==> src/rtl/branch_unit.sv <==
// Branch resolution unit: a condition-code register plus a three-state
// resolver (IDLE -> EVAL -> RESP) that decides a conditional branch and
// computes the next PC. It also keeps a saturating count of taken branches.
// EVAL lasts two cycles. The first cycle registers the decision and the
// target. The second cycle enters RESP. With br_req sampled at edge N,
// br_valid rises after edge N+2.

module branch_unit #(
    parameter int unsigned WIDTH = 16,
    parameter int unsigned DISPW = 8
) (
    input  logic             clk,
    input  logic             rst,
    input  logic             flag_we,
    input  logic [3:0]       flag_in,
    input  logic             br_req,
    input  logic [2:0]       br_cond,
    input  logic [WIDTH-1:0] br_pc,
    input  logic [DISPW-1:0] br_disp,
    input  logic             br_ack,
    output logic [3:0]       flags,
    output logic             br_busy,
    output logic             br_valid,
    output logic             br_taken,
    output logic [WIDTH-1:0] br_target,
    output logic [15:0]      taken_cnt
);

    typedef enum logic [1:0] {
        StIdle = 2'd0,
        StEval = 2'd1,
        StResp = 2'd2
    } state_t;

    localparam logic [2:0] CondBe  = 3'b000;
    localparam logic [2:0] CondBlt = 3'b001;
    localparam logic [2:0] CondBle = 3'b010;
    localparam logic [2:0] CondBne = 3'b011;
    localparam logic [2:0] CondB   = 3'b100;

    state_t           state_q;
    logic             eval_ph_q;  // 0: decision cycle, 1: hand-off cycle into RESP
    logic [3:0]       flags_q;
    // Captured {S,Z,V}. Carry does not take part in any supported condition.
    logic [2:0]       cflags_q;
    logic [2:0]       cond_q;
    logic [WIDTH-1:0] pc_q;
    logic [DISPW-1:0] disp_q;
    logic             taken_q;
    logic [WIDTH-1:0] target_q;
    logic [15:0]      cnt_q;

    logic             taken_d;
    logic [WIDTH-1:0] target_d;
    logic [WIDTH-1:0] seq_pc;
    logic [WIDTH-1:0] disp_ext;
    logic [15:0]      cnt_d;
    logic             s_flag;
    logic             z_flag;
    logic             v_flag;

    assign s_flag = cflags_q[2];
    assign z_flag = cflags_q[1];
    assign v_flag = cflags_q[0];

    // Branch decision from the captured flags only.
    always_comb begin
        taken_d = 1'b0;
        case (cond_q)
            CondBe:  taken_d = z_flag;
            CondBlt: taken_d = s_flag ^ v_flag;
            CondBle: taken_d = z_flag | (s_flag ^ v_flag);
            CondBne: taken_d = ~z_flag;
            CondB:   taken_d = 1'b1;
            default: taken_d = 1'b0;
        endcase
    end

    // Next-PC arithmetic. It wraps modulo 2^WIDTH and has no overflow flag.
    always_comb begin
        disp_ext = {{(WIDTH - DISPW){disp_q[DISPW-1]}}, disp_q};
        seq_pc   = pc_q + WIDTH'(1);
        target_d = taken_d ? (seq_pc + disp_ext) : seq_pc;
    end

    // Saturating taken counter. The value is applied on the edge that enters RESP.
    always_comb begin
        cnt_d = cnt_q;
        if (taken_q && (cnt_q != 16'hFFFF)) begin
            cnt_d = cnt_q + 16'd1;
        end
    end

    // Condition-code register. It is written whenever flag_we is high, in any state.
    always_ff @(posedge clk or posedge rst) begin
        if (rst) begin
            flags_q <= 4'b0000;
        end else if (flag_we) begin
            flags_q <= flag_in;
        end
    end

    // Resolver FSM with registered result and counter.
    always_ff @(posedge clk or posedge rst) begin
        if (rst) begin
            state_q   <= StIdle;
            eval_ph_q <= 1'b0;
            cflags_q  <= 3'b000;
            cond_q    <= 3'b000;
            pc_q      <= '0;
            disp_q    <= '0;
            taken_q   <= 1'b0;
            target_q  <= '0;
            cnt_q     <= 16'h0000;
        end else begin
            case (state_q)
                StIdle: begin
                    if (br_req) begin
                        cond_q    <= br_cond;
                        pc_q      <= br_pc;
                        disp_q    <= br_disp;
                        // A same-cycle flag write bypasses the register.
                        cflags_q  <= flag_we ? {flag_in[3], flag_in[2], flag_in[0]}
                                             : {flags_q[3], flags_q[2], flags_q[0]};
                        eval_ph_q <= 1'b0;
                        state_q   <= StEval;
                    end
                end
                StEval: begin
                    if (!eval_ph_q) begin
                        taken_q   <= taken_d;
                        target_q  <= target_d;
                        eval_ph_q <= 1'b1;
                    end else begin
                        eval_ph_q <= 1'b0;
                        cnt_q     <= cnt_d;
                        state_q   <= StResp;
                    end
                end
                StResp: begin
                    if (br_ack) begin
                        state_q <= StIdle;
                    end
                end
                default: begin
                    state_q <= StIdle;
                end
            endcase
        end
    end

    assign flags     = flags_q;
    assign br_busy   = (state_q != StIdle);
    assign br_valid  = (state_q == StResp);
    assign br_taken  = taken_q;
    assign br_target = target_q;
    assign taken_cnt = cnt_q;

endmodule

==> config.mk <==
export PLATFORM = sky130hd
export DESIGN_NAME = branch_unit
export DESIGN_NICKNAME = d
export VERILOG_FILES = /design/src/rtl/branch_unit.sv
export SDC_FILE = /design/constraint.sdc
export NUM_CORES = 1
export LEC_CHECK = 0
export BUFFER_PORTS_ARGS = -buffer_cell sky130_fd_sc_hd__clkbuf_2
export CORE_UTILIZATION = 55
export DETAILED_ROUTE_END_ITERATION = 12
export PLACE_DENSITY = 0.86
export SLEW_MARGIN = 20
export SYNTH_ARGS = -nofsm -noshare
export SYNTH_HDL_FRONTEND = slang
export SYNTH_SLANG_ARGS = --single-unit
==> constraint.sdc <==
create_clock -name clk -period 5.5 [get_ports clk]
set_clock_uncertainty 0.05 [all_clocks]
set_input_delay 0.275 -clock clk [delete_from_list [all_inputs] [get_ports clk]]
set_output_delay 0.275 -clock clk [all_outputs]
set_load 0.1 [all_outputs]
### Yosys cells after proc, flatten, opt, wreduce, memory -nomap -nowiden

Index checks and enable logic that the tools add are counted.

| word-level totals | value |
|---|---|
| bits of input ports | 36 |
| logic and storage cells | 47 |
| output and inout bits | 39 |
| flip-flop bits (word level) | 70 |

| operators by class | value |
|---|---|
| equality and inequality tests | 10 |
| reductions and logical operators | 10 |
| muxes and demuxes | 10 |
| $add $sub $neg | 3 |
| bitwise operators | 4 |

Operator list:

| kind | count |
|---|---|
| $add 16x1->16 const B | 2 |
| $add 16x16->16 | 1 |
| $mux 16 | 1 |
| $ne 16x16->1 const B | 1 |
| $eq 3x2->1 const B | 2 |
| $mux 2 | 3 |
| $ne 2x2->1 const B | 3 |
| $pmux 2 s3 | 1 |
| $reduce_and 2->1 | 3 |
| $reduce_and 3->1 | 2 |
| $pmux 1 s5 | 1 |
| $reduce_bool 2->1 | 2 |
| $eq 3x1->1 const B | 1 |
| $eq 3x3->1 const B | 1 |
| $logic_not 3->1 | 1 |
| $mux 3 | 1 |
| $eq 2x1->1 const B | 1 |
| $eq 2x2->1 const B | 1 |
| $logic_not 2->1 | 1 |
| $mux 1 | 2 |
| $not 1->1 | 2 |
| $pmux 1 s2 | 1 |
| $logic_and 1x1->1 | 1 |
| $or 1x1->1 | 1 |
| $xor 1x1->1 | 1 |

### Logic depth before layout (Yosys ltp)

Gate-level depths: netlist (run 1).

| depth | value |
|---|---|
| depth in word-level cells | 4 |
| depth in mapped cells | 13 |
| gate-level depth less buffers | 12 |

### Least setup slack after synthesis (run 1)

No wires, ideal clock.

| timing | value |
|---|---|
| path type | reg-to-reg |
| from | register pc_q[0] |
| to | register target_q[15] (netlist: br_target[15]) |
| stages on the path, launching flop included | 12 |
| setup slack | 2,780 ps |
| setup time | 71 ps |
| arrival time | 2,600 ps |
| required time | 5,379 ps |
| path buffers | 1 |
| clock period less this slack | 2,720 ps |
| cell sequence | dfrtp_1 > ha_1 > and3_1 > clkbuf_1 > xor2_1 > ha_1 > o211ai_1 > o211ai_2 > a31oi_2 > o31ai_2 > mux2_2 > nand3_1 |

| on the way | value |
|---|---|
| longest elaborated chain between the ends | 3 |

Ends and longest elaborated chain:

| what | line | text |
|---|---|---|
| from (decl) | 47 | `logic [WIDTH-1:0] pc_q;` |
| from (signal assigned) | 120 | `pc_q <= br_pc;` |
| $add 16x1->16 (*) | 82 | `seq_pc = pc_q + WIDTH'(1);` |
| $add 16x16->16 | 83 | `target_d = taken_d ? (seq_pc + disp_ext) : seq_pc;` |
| $mux 16 (*) | 83 |  |
| to (signal assigned) | 132 | `target_q <= target_d;` |
| to (decl) | 50 | `logic [WIDTH-1:0] target_q;` |

Mark *: on every way between the ends. The rest lies on a longest branch, timed or not.
A chain may end at the register's enable or synchronous reset.

### Worst setup path in the final report (run 1)

Same ends and word-level chain as after synthesis.

==> impl_metrics.env, run 1 <==
export IMPL_fmax_ghz=0.3436
export IMPL_numPortBuffers=74
export IMPL_die_h_microns=86.75
export IMPL_ant_nets=0
export IMPL_antenna_found_initial=0
export IMPL_yosysTopAreaCellShare_pct=44.35
export IMPL_yosysUniqueCellTypes=48
export IMPL_design_core_area_sq_um=6869
export IMPL_grt_usage_pct=23.86
export IMPL_yosys_warnings=0
export IMPL_netlist_area_sq_um=3950
export IMPL_vias=2991
export IMPL_drc_errors=0
export IMPL_n_antenna_cell=0
export IMPL_critPathLaunchType="flip-flop"
export IMPL_finalWorstSetupSlack_ns=2.589
export IMPL_wire_per_inst_microns=14.85
export IMPL_cap_violations=0
export IMPL_synthFlopType="dfrtp_1"
export IMPL_rsz0062_at_grt="false"
export IMPL_ctsHtreeMaxLevel=3
export IMPL_die_x_microns=86.75
export IMPL_drtIter0Drc=143
export IMPL_cts_setup_buffers=0
export IMPL_synth_edf_count=0
export IMPL_tns_ns=0
export IMPL_synthCells=367
export IMPL_critPathKind="flip-flop to flip-flop"
export IMPL_clock_sinks=70
export IMPL_relSlewSlack_pct=35.14
export IMPL_clkTransAtPathRegs_ns=0.08
export IMPL_nets=499
export IMPL_avgSynthCellArea_sq_um=10.76
export IMPL_gp_congestion=0.8602
export IMPL_hold_class="primary input to flip-flop"
export IMPL_grt_max_degree=71
export IMPL_synth_top_area_cell="dfrtp_1"
export IMPL_ctsHoldBuffers=0
export IMPL_report_final_setup_viol=0
export IMPL_dieArea_sq_um=7525
export IMPL_totalWireLength_microns=8046
export IMPL_cts_tree="done"
export IMPL_multiInputGateArea_sq_um=2121
export IMPL_outcome="complete, no violations"
export IMPL_ff_latch_area_sq_um=1752
export IMPL_drt_first_pass_iters=4
export IMPL_ctsResizeCount=0
export IMPL_grt_pass1_vias=3038
export IMPL_grt_pass1_wl_microns=13790
export IMPL_clock_latency_ns=0.35
export IMPL_maxSlewViolCount=0
export IMPL_ys_seq_area_share_pct=44.35
export IMPL_fillers=538
export IMPL_crit_required_ns=5.74
export IMPL_cts_root_buffer="clkbuf_8"
export IMPL_cts_buffers=9
export IMPL_io_pins=75
export IMPL_grt_overflow=0
export IMPL_synth_area_top_cells="dfrtp_1, mux2_2, ha_1, xnor2_1, nand2_1"
export IMPL_critPathMaxFanout=5
export IMPL_rows=30
export IMPL_synthArstFlopShare_pct=100.0
export IMPL_fin_crit_sh_pct=52.92
export IMPL_min_period_ns=2.911
export IMPL_worst_pin_slew_ns=0.9705
export IMPL_hold_violations=0
export IMPL_clockBufferDepth=2
export IMPL_critPathArrivalTime_ns=3.15
export IMPL_synth_nets=425
export IMPL_start_util_pct=57.50
export IMPL_yosys_register_bits=70
export IMPL_end_kind="flip-flop"
export IMPL_dp_hpwl_microns=5911
export IMPL_vias_per_cell=5.518
export IMPL_post_place_ws_ns=2.620
export IMPL_synthToLayoutAreaGrowth_pct=15.84
export IMPL_post_route_cells_drive_above_1_share_pct=31.17
==> metrics by stage <==
stage	util (%)	instances	hold slack (ns)	area, sq um
finish	66.61	542	0.1065	4576
global route	66.61	542	0.09895	4576
CTS	66.58	542	0.09396	4573
detailed placement	64.03	526	0.4194	4398
global placement	64.03	526	0.4109	4398
floorplan	-	367	0.3418	3950
==> path summary, 6_finish.rpt <==
kind                       cells past startpoint             to  slack (ns)         start
setup / recovery                              10  br_target[15]        2.59       pc_q[0]
hold / removal                                 2      cond_q[2]        0.11    br_cond[2]
setup reg to reg                              10  br_target[15]        2.59       pc_q[0]
hold reg to reg                                2   br_target[6]        0.43  br_target[6]
max in group asynchronous                      3   br_target[8]        4.75           rst
min in group asynchronous                      3    cflags_q[1]        0.12           rst
==> layer usage <==
metal	GRT usage [%]	vias up	share of wire, %	routed length [microns]
li1	-	1452	-	-
met1	29.16	1422	43	3434
met2	40.55	99	49	3980
met3	6.381	18	6.1	489
met4	8.939	0	1.8	142
met5	0	-	0	0
==> cell usage after synthesis, drive strengths merged (3+ instances only) <==
master  instances
nor3b           5
xnor2          30
xor2           12
a21o            3
nand2          37
buf             7
ha             21
nand3          16
nor2           15
and4            4
and2            4
mux2i          12
mux2           35
nand4           8
dfrtp          70
and3            6
inv             6
nor3            4
o21ai          26
clkbuf          6
o211ai          3
a21oi          13
==> cell type report <==
class                   instances  area share, %
clock buffers                  10          3.008
clock inverters                 6         0.8203
inverters                       6         0.4922
multi-input cells             278          46.35
flip-flops and latches         70          38.28
well taps                      96          2.625
repair buffers                 76          8.422
==> flip-flops by register name, indices dropped and copies added (netlist names) <==
signal	count
pc_q	16
br_taken	1
disp_q	8
flags	4
cond_q	3
eval_ph_q	1
state_q	2
br_target	16
taken_cnt	16
cflags_q	3
==> kinds of logic after synthesis <==
group	share of synthesized area, %
and+or+nand+nor	14.10
DFF	44.35
AOI/OAI and AO/OA	9.977
muxes	13.02
xor gates and xnor gates	9.313
adders and majority gates	7.159
buffers and inverters	2.091
==> worst max-delay path, cell delays in order, from the launching register on <==
cell,delay (ns)
dfrtp_1,0.42
ha_1,0.24
and3_1,0.25
xor2_1,0.17
ha_1,0.39
o211ai_1,0.17
o211ai_2,0.21
a31oi_2,0.15
o31ai_2,0.35
mux2_2,0.37
nand3_1,0.08
==> cells in the final DEF, fill, tap and decap left out, types with 4 or more instances in the layout <==
cell type | Yosys | routed
nand3_1 | 16 | 16
and3_1 | 6 | 6
nor3b_1 | 4 | 4
mux2i_1 | 12 | 12
nand2_1 | 37 | 37
o21ai_0 | 25 | 25
and2_1 | 4 | 4
a21oi_1 | 13 | 13
xnor2_1 | 30 | 30
and4_1 | 4 | 4
nor2_1 | 15 | 14
mux2_2 | 34 | 34
dfrtp_1 | 70 | 70
clkbuf_8 | 0 | 10
nand4_1 | 7 | 7
clkinv_2 | 0 | 4
ha_1 | 21 | 21
clkbuf_2 | 0 | 74
inv_1 | 6 | 5
xor2_1 | 12 | 12
Power of run 1 is not shown: default switching activity piles up to over one toggle a cycle in this logic, so the estimate is an artifact.
==> inputs of run 2 (changes only) <==
Settings changed: CORE_UTILIZATION 55 to 50, PLACE_DENSITY 0.86 to 0.83.
Clock period 5.5 ns to 2.5 ns, I/O delays scaled along.
==> run 2 against run 1 <==
  * The flow now finishes with violations (negative setup slack)
  * Cell count grew 15%
  * Maximum frequency grew 4.7%
  * Cell area increased by 23%
  * Via count is 21% higher
  * Hold slack worse by 0.10 ns
  * Die area grew 9.8%
  * Non-clock buffer count up 78
  * Utilization grew 6.4 points
  * Register-to-register slack lost 2.9 ns
  * Global-route usage up 3.1 points
  * Clock-buffer cell count stayed put
  * Sequential cell count unchanged
==> impl_metrics.env, run 2 (synthesis gave the netlist of run 1 again) <==
export IMPL_r2r_start="pc_q[0]"
export IMPL_ff2ff_setup_slack_ns=-0.28
export IMPL_critPathMaxFanout=5
export IMPL_n_antenna_cell=0
export IMPL_die_h_microns=90.88
export IMPL_crit_required_ns=2.74
export IMPL_fmax_ghz=0.3596
export IMPL_rr_endpoint="br_target[15]"
export IMPL_outcome="finished with violations"
export IMPL_nets=577
export IMPL_use_met3_pct=6.566
export IMPL_cp_cell_sequence="ha_2 -> and3_4 -> nand3_4 -> nor2_2 -> xor2_1 -> ha_1 -> a21oi_2 -> nor2_1 -> a211oi_2 -> o31ai_4 -> mux2_4 -> nand3_2"
export IMPL_numPortBuffers=74
export IMPL_crit_path_top_delay_cell="dfrtp_1"
export IMPL_met1_usage_pct=31.98
export IMPL_io_pins=75
export IMPL_post_place_ws_ns=-0.2472
export IMPL_ff_latch_area_sq_um=1752
export IMPL_antenna_found_initial=0
export IMPL_vias=3606
export IMPL_ctsHtreeMaxLevel=3
export IMPL_maxSlewViolCount=0
export IMPL_synthToLayoutAreaGrowth_pct=42.13
export IMPL_cts_tree="done"
export IMPL_rr_worst_depth=12
export IMPL_grt_pass1_vias=3546
export IMPL_totalWireLength_microns=11920
export IMPL_start_util_pct=51.38
export IMPL_cp_num_buf_inv=0
export IMPL_fillers=500
export IMPL_rows=32
export IMPL_rsz0062_at_grt="true"
export IMPL_critPathArrivalTime_ns=3.02
export IMPL_violations="negative setup slack"
export IMPL_cts_buffers=9
export IMPL_grt_most_used_layer="met2"
export IMPL_dieArea_sq_um=8259
export IMPL_grt_usage_pct=26.97
export IMPL_grt_pass1_wl_microns=17310
export IMPL_final_common_cell="clkbuf_2"
export IMPL_gp_congestion=0.9874
export IMPL_tns_ns=-1.602
export IMPL_vias_per_cell=5.760
export IMPL_critical_path_max_stage_delay_ns=0.38
export IMPL_multiInputGateArea_sq_um=2426
export IMPL_clock_sinks=70
export IMPL_drc_errors=0
export IMPL_cp_depth=12
export IMPL_path_delay_family="simple AND/OR/NAND/NOR gates"
export IMPL_hold_class="primary input to flip-flop"
export IMPL_clockBufferDepth=2
export IMPL_cts_root_buffer="clkbuf_8"
export IMPL_grt_overflow=0
export IMPL_critPathCapture="br_target[15]"
export IMPL_drt_first_pass_iters=6
export IMPL_cp_startpoint="pc_q[0]"
export IMPL_design_core_area_sq_um=7687
export IMPL_report_final_setup_viol=11
export IMPL_drtIter0Drc=257
export IMPL_post_route_cells_drive_above_1_share_pct=42.37
export IMPL_fin_crit_sh_pct=111.2
export IMPL_clock_latency_ns=0.37
export IMPL_grt_max_degree=71
export IMPL_layout_common_cells="clkbuf_2, dfrtp_1, buf_4"
export IMPL_cap_violations=0
export IMPL_met2_usage_pct=46.91
export IMPL_end_kind="flip-flop"
export IMPL_die_x_microns=90.88
export IMPL_wire_per_inst_microns=19.05
export IMPL_critPathKind="flip-flop to flip-flop"
export IMPL_min_period_ns=2.781
export IMPL_worst_pin_slew_ns=0.8605
export IMPL_critPathLaunchType="flip-flop"
export IMPL_ant_nets=0
export IMPL_relSlewSlack_pct=42.63
export IMPL_dp_hpwl_microns=6353
export IMPL_finalWorstSetupSlack_ns=-0.2805
export IMPL_hold_violations=0
export IMPL_clkTransAtPathRegs_ns=0.08
## run 2: worst min path at each step
stage               startpoint    endpoint  slack [ns]  cells after the start
global route            br_req  state_q[0]        0.04                      3
finish                  br_req  state_q[0]       0.006                      3
global placement    br_disp[7]   disp_q[7]        0.31                      2
floorplan             br_pc[0]     pc_q[0]        0.19                      2
CTS                     br_req  state_q[0]       0.005                      3
detailed placement    br_pc[3]     pc_q[3]        0.31                      2
## run 2: through the flow
stage | instances | hold slack, ns | area, sq um | utilization (%)
2_1_floorplan | 367 | 0.1918 | 3954 | -
3_5_place_dp | 562 | 0.3109 | 4633 | 60.27
3_3_place_gp | 562 | 0.3073 | 4633 | 60.27
5_1_grt | 626 | 0.04483 | 5614 | 73.03
4_1_cts | 618 | 0.004642 | 5335 | 69.40
6_report | 626 | 0.005944 | 5614 | 73.03
## run 2: routing by layer
metal | vias to the layer above | share of wire, %
li1 | 1609 | -
met1 | 1736 | 38
met2 | 197 | 50
met3 | 64 | 6.0
met4 | 0 | 5.7
met5 | - | 0
## run 2: worst min-delay path, delay by kind of cell
| family | cells | cell delay, ns |
|---|---|---|
| AO/OA/AOI/OAI | 1 | 0.09 |
| buffers and inverters | 2 | 0.17 |
## run 2: cell type report
| class | instances | share of cell area [%] |
|---|---|---|
| clock inverter | 6 | 1.671 |
| sequential | 70 | 31.20 |
| tap | 102 | 2.273 |
| clock buffer | 10 | 2.273 |
| timing repair buffer | 154 | 18.97 |
| inverter | 6 | 0.4012 |
| multi-input combinational | 278 | 43.21 |
## run 2: repair_timing
action,CTS,global route
setup endpoints to repair,9,11
resized for setup,24,41
endpoints found under the hold margin,86,0
pin swaps,14,24
hold buffers,33,0
buffers inserted,7,8
Power of run 2 is left out for the same reason.
